===== config.mk =====
export PLATFORM = sky130hd
export DESIGN_NAME = multicycle_control_unit
export DESIGN_NICKNAME = d
export VERILOG_FILES = /design/src/rtl/mips_pkg.sv /design/src/rtl/alu_decoder.sv /design/src/rtl/multicycle_control_unit.sv
export SDC_FILE = /design/constraint.sdc
export NUM_CORES = 1
export LEC_CHECK = 0
export BUFFER_PORTS_ARGS = -buffer_cell sky130_fd_sc_hd__buf_2
export CAP_MARGIN = 20
export CORE_MARGIN = 3
export CORE_UTILIZATION = 31
export CTS_CLUSTER_DIAMETER = 50
export CTS_CLUSTER_SIZE = 30
export DETAILED_ROUTE_END_ITERATION = 8
export GPL_TIMING_DRIVEN = 0
export HOLD_SLACK_MARGIN = 0.02
export REMOVE_ABC_BUFFERS = 1
export SYNTH_ARGS = -nofsm -noshare
export SYNTH_HDL_FRONTEND = slang
export SYNTH_SLANG_ARGS = --single-unit
export TNS_END_PERCENT = 100

===== constraint.sdc =====
create_clock -name CLK -period 2.4 [get_ports CLK]
set_input_delay 0.36 -clock CLK [delete_from_list [all_inputs] [get_ports CLK]]
set_output_delay 0.36 -clock CLK [all_outputs]
set_load 0.03 [all_outputs]

===== src/rtl/mips_pkg.sv =====
// Shared constants for the MIPS control path: opcode/funct encodings, ALUOp and
// ALUControl codes, and the multicycle controller state encoding.
`timescale 1ns/1ps
package mips_pkg;

  localparam logic [5:0] OpLw    = 6'b100011;
  localparam logic [5:0] OpSw    = 6'b101011;
  localparam logic [5:0] OpRtype = 6'b000000;
  localparam logic [5:0] OpBeq   = 6'b000100;
  localparam logic [5:0] OpAddi  = 6'b001000;
  localparam logic [5:0] OpJ     = 6'b000010;

  localparam logic [5:0] FunctAdd = 6'b100000;
  localparam logic [5:0] FunctSub = 6'b100010;
  localparam logic [5:0] FunctAnd = 6'b100100;
  localparam logic [5:0] FunctOr  = 6'b100101;
  localparam logic [5:0] FunctSlt = 6'b101010;

  typedef enum logic [1:0] {
    AluOpAdd   = 2'b00,
    AluOpSub   = 2'b01,
    AluOpFunct = 2'b10,
    AluOpRsvd  = 2'b11
  } aluop_t;

  localparam logic [2:0] AluCtlAdd = 3'b010;
  localparam logic [2:0] AluCtlSub = 3'b110;
  localparam logic [2:0] AluCtlAnd = 3'b000;
  localparam logic [2:0] AluCtlOr  = 3'b001;
  localparam logic [2:0] AluCtlSlt = 3'b111;

  typedef enum logic [3:0] {
    StFetch    = 4'd0,
    StDecode   = 4'd1,
    StMemAdr   = 4'd2,
    StMemRead  = 4'd3,
    StMemWb    = 4'd4,
    StMemWrite = 4'd5,
    StExecute  = 4'd6,
    StAluWb    = 4'd7,
    StBranch   = 4'd8,
    StAddiExec = 4'd9,
    StAddiWb   = 4'd10,
    StJump     = 4'd11
  } state_t;

endpackage


===== src/rtl/alu_decoder.sv =====
// Combinational ALU decoder: maps ALUOp (and Funct for R-type) to ALUControl.
// Shared between the single-cycle and multicycle control units.
//   aluop      - ALU operation class from the main controller
//   funct      - instruction funct field
//   alucontrol - ALU function select
`timescale 1ns/1ps
module alu_decoder
  import mips_pkg::*;
(
  input  aluop_t     aluop,
  input  logic [5:0] funct,
  output logic [2:0] alucontrol
);

  always_comb begin
    alucontrol = AluCtlAdd;
    case (aluop)
      AluOpSub:   alucontrol = AluCtlSub;
      AluOpFunct: begin
        case (funct)
          FunctAdd: alucontrol = AluCtlAdd;
          FunctSub: alucontrol = AluCtlSub;
          FunctAnd: alucontrol = AluCtlAnd;
          FunctOr:  alucontrol = AluCtlOr;
          FunctSlt: alucontrol = AluCtlSlt;
          default:  alucontrol = AluCtlAdd;
        endcase
      end
      default:    alucontrol = AluCtlAdd;
    endcase
  end

endmodule


===== src/rtl/multicycle_control_unit.sv =====
// Moore FSM controller for the multicycle MIPS datapath (shared memory, one ALU).
// Ports:
//   CLK, Reset (async, active low)
//   Op, Funct, Zero, MemReady         - decode inputs and memory handshake
//   PCEn, IorD, MemWrite, IRWrite,
//   RegDst, MemtoReg, RegWrite,
//   ALUSrcA, ALUSrcB, PCSrc           - datapath controls
//   ALUControl                        - ALU function select
//   IllegalOp                         - one-cycle pulse on unsupported opcode
//   State                             - current state (debug)
`timescale 1ns/1ps
module multicycle_control_unit
  import mips_pkg::*;
#(
  parameter int unsigned OP_WIDTH    = 6,
  parameter int unsigned FUNCT_WIDTH = 6
) (
  input  logic                   CLK,
  input  logic                   Reset,
  input  logic [OP_WIDTH-1:0]    Op,
  input  logic [FUNCT_WIDTH-1:0] Funct,
  input  logic                   Zero,
  input  logic                   MemReady,
  output logic                   PCEn,
  output logic                   IorD,
  output logic                   MemWrite,
  output logic                   IRWrite,
  output logic                   RegDst,
  output logic                   MemtoReg,
  output logic                   RegWrite,
  output logic                   ALUSrcA,
  output logic [1:0]             ALUSrcB,
  output logic [1:0]             PCSrc,
  output logic [2:0]             ALUControl,
  output logic                   IllegalOp,
  output logic [3:0]             State
);

  state_t state_q, state_d;
  aluop_t aluop;
  logic   pcwrite, branch, memwrite_raw, irwrite_raw, regwrite_raw, illegal_raw;

  always_ff @(posedge CLK or negedge Reset) begin
    if (!Reset) state_q <= StFetch;
    else        state_q <= state_d;
  end

  always_comb begin
    state_d      = StFetch;
    pcwrite      = 1'b0;
    branch       = 1'b0;
    memwrite_raw = 1'b0;
    irwrite_raw  = 1'b0;
    regwrite_raw = 1'b0;
    illegal_raw  = 1'b0;
    IorD         = 1'b0;
    RegDst       = 1'b0;
    MemtoReg     = 1'b0;
    ALUSrcA      = 1'b0;
    ALUSrcB      = 2'b00;
    PCSrc        = 2'b00;
    aluop        = AluOpAdd;
    case (state_q)
      StFetch: begin
        ALUSrcB     = 2'b01;
        irwrite_raw = MemReady;
        pcwrite     = MemReady;
        state_d     = MemReady ? StDecode : StFetch;
      end
      StDecode: begin
        // ALU precomputes the branch target into ALUOut.
        ALUSrcB = 2'b11;
        case (Op)
          OpLw, OpSw: state_d = StMemAdr;
          OpRtype:    state_d = StExecute;
          OpBeq:      state_d = StBranch;
          OpAddi:     state_d = StAddiExec;
          OpJ:        state_d = StJump;
          default: begin
            state_d     = StFetch;
            illegal_raw = 1'b1;
          end
        endcase
      end
      StMemAdr: begin
        ALUSrcA = 1'b1;
        ALUSrcB = 2'b10;
        state_d = (Op == OpSw) ? StMemWrite : StMemRead;
      end
      StMemRead: begin
        IorD    = 1'b1;
        state_d = MemReady ? StMemWb : StMemRead;
      end
      StMemWb: begin
        MemtoReg     = 1'b1;
        regwrite_raw = 1'b1;
      end
      StMemWrite: begin
        // Strobe stays up across the whole stall.
        IorD         = 1'b1;
        memwrite_raw = 1'b1;
        state_d      = MemReady ? StFetch : StMemWrite;
      end
      StExecute: begin
        ALUSrcA = 1'b1;
        aluop   = AluOpFunct;
        state_d = StAluWb;
      end
      StAluWb: begin
        RegDst       = 1'b1;
        regwrite_raw = 1'b1;
      end
      StBranch: begin
        ALUSrcA = 1'b1;
        aluop   = AluOpSub;
        PCSrc   = 2'b01;
        branch  = 1'b1;
      end
      StAddiExec: begin
        ALUSrcA = 1'b1;
        ALUSrcB = 2'b10;
        state_d = StAddiWb;
      end
      StAddiWb: regwrite_raw = 1'b1;
      StJump: begin
        PCSrc   = 2'b10;
        pcwrite = 1'b1;
      end
      default: state_d = StFetch;
    endcase
  end

  // Reset gates the write enables combinationally so nothing commits mid-reset.
  assign PCEn      = Reset & (pcwrite | (branch & Zero));
  assign IRWrite   = Reset & irwrite_raw;
  assign MemWrite  = Reset & memwrite_raw;
  assign RegWrite  = Reset & regwrite_raw;
  assign IllegalOp = Reset & illegal_raw;
  assign State     = state_q;

  alu_decoder u_alu_decoder (
    .aluop      (aluop),
    .funct      (Funct),
    .alucontrol (ALUControl)
  );

endmodule


==> results.ini <==
[setup_path]
r2r_cells=3
endpoint_kind=primary output
startpoint=State[1]
worstPathRequired_ns=2.04
path_max_fanout=17
r2r-end=State[1]
worst-setup-path-type=register to primary output
crit_end=ALUControl[1]
timing.reg2reg.setup_slack_ns=1.07
regToRegStartpoint=State[3]
cp_data_arrival_time_ns=1.91
cp-start-kind=register

[timing]
final.setup.tns_ns=0
fin_skew_ns=0.00153
fin_worst_hold_slack_ns=0.478
worst_pin_slew_ns=0.402
hold_viol=0
drv_slew=0
period_needed_ns=2.27
grt_setup_unrepaired=no
setup_violations=0
slew_headroom_pct=73.2
max_freq_ghz=0.441
fin_crit_sh_pct=94.5

[worst_hold_path]
hold_path_startpoint=Op[4]
hp-class=input pin to register

[clock_tree]
clk_pin_slew_worst_paths_ns=0.03
cts_buffer_depth=2
clock-sinks=4
htree_levels=1
clock_latency_ns=0.23
cts_buffers=3
clockRootBuffer=clkbuf_4
cts_tree=built

[layout]
layout_commonest_cell=buf_2
largest_register_ffs=4
layout_common_cells=35 x buf_2, 12 x nor2_1, 10 x nand2_1, 6 x nor2b_1, 4 x o21ai_0
num_antenna_cells=0
drive_gt1_share_pct=38.3
nNetsFinal=148
fin_util_pct=47.4
final-instance-count-excl-fill=153
areaGrowthSynthToFinish_pct=35.1

[logic_synthesis]
synth-xor-area-share_pct=5.37
synthAdderAreaFrac_pct=3.84
synth_top_area_cell=dfrtp_1
yosys.area_share.simple_pct=47.8
synth_area_per_cell_um2=7.09
synth_area_um2=652
synth-compound-area-share_pct=21.3
synth_top_family_by_area=simple AND/OR/NAND/NOR gates
synth-seq-cells=4
netlist_top_cells_area=dfrtp_1 15%, nor2_1 6.9%, nand2_1 5.8%
syn_inst=92
yosysTopAreaCellShare_pct=15.4
ys_warn_count=0
synth_cell_types=37
muxShareOfSynthArea_pct=0
yosysSeqAreaShare_pct=15.4

[global_route]
gr-total-overflow=0
grt_usage_pct=13.7
grt_max_degree=18
grt_pass1_vias=674
antenna_found_initial=0
grt_first_pass_wirelength_mm=2.87

[power]
p_sw_mw=0.375
p_per_area_mw_per_mm2=792
p_total_mw=0.697
ir_drop_mv=0.450
p_sw_share_pct=53.8
internal_power_mw=0.322
seqPwrFrac_pct=21.8
p_comb_share_pct=66.8
clkPwrFrac_pct=11.4
p_leak_nw=0.428

[die]
die-area_mm2=0.00269
core_area_mm2=0.00186
die_x_um=51.9
fp.dieH_um=51.9
fp-row-count=15
ios=36
initial_core_util_pct=35.1

[place]
placedCellCount=147
gp_congestion=0.769
io_buffers=35
dp_hpwl_mm=1.39

[detailed_routing]
drtPass1Iterations=4
drtAntennaViolNets=0
wire_per_inst_um=11.7
wl_mm=1.80
via_count=781
vias_per_cell=5.10
drt_iter0_drc=10
drc_errors=0

[outcome]
outcome=finished clean

[run]
maxCapViolCount=0

[cell type report]
type / instances / area, um2
clock buffer: 3 / 22.5
fill: 203 / 977
inverter: 3 / 11.3
multi-input combinational: 80 / 512
sequential: 4 / 104
tap: 25 / 31.3
timing repair buffer: 38 / 200
[kinds of logic after synthesis]
group / after synthesis
xor+xnor: 4
flops: 4
compound gates: 19
buf+inv: 8
simple gates: 55
fa+ha+maj: 2
[synthesized netlist by cell type (all sizes together)]
cell type	n
and3	2
nor2b	6
a31oi	1
buf	5
o221ai	1
o2111ai	1
and4b	1
nor3	4
a211oi	1
ha	2
a22oi	2
nor2	12
and2b	2
a311o	1
or2	1
nand2b	2
or3b	1
dfrtp	4
a221o	1
a21o	1
o211ai	1
xor2	3
nor3b	3
a211o	1
nand2	10
nor4	2
o21ai	4
nand3	3
or2b	1
a21oi	4
xnor2	1
inv	3
nand4	3
and4bb	2
[metrics by stage]
step                      instance area, um2  setup WS [ns]
after global placement                   828          0.225
after floorplan                          622          0.201
after global routing                     881        0.00276
after CTS                                863         0.0648
final                                    881          0.131
after detailed placement                 828          0.223
[how the worst min path moves through the flow]
stage,end,slack (ns),cells past startpoint
final,State[0],0.48,4
after global routing,State[0],0.47,4
after CTS,State[0],0.47,4
after detailed placement,State[3],0.19,1
after global placement,State[3],0.19,1
after floorplan,State[0],0.06,0
[timing repair]
action / CTS / global route
gates cloned: 0 / 0
setup buffers: 0 / 2
resized for setup: 2 / 2
hold buffers: 1 / 0
endpoints found under the hold margin: 4 / 0
setup endpoints to repair: 1 / 3
[worst max-delay path, stage by stage, from the launching register on]
cell and delay [ns]:
dfrtp_2 0.50, and2b_2 0.29, nand2_1 0.12, inv_1 0.06, ha_1 0.28, a211o_1 0.26
buf_2 0.17
[layer usage]
layer  vias up  track usage [%]  share of wire, %  wire (um)
met1       342             17.2                47        842
li1        409                -                 -          -
met3         0             3.72               7.3        131
met4         0             1.31                 0          0
met2        30             24.1                46        821
met5         -                0                 0          0
[power groups by stage]
stage	Sequential (mW)	Combinational [mW]	Clock [mW]
floorplan	0.173	0.285	0
global placement	0.158	0.426	0
detailed placement	0.159	0.429	0
CTS	0.162	0.431	0.0817
global route	0.162	0.508	0.0919
finish	0.152	0.466	0.0797
Power figures use the tool's default switching activity.
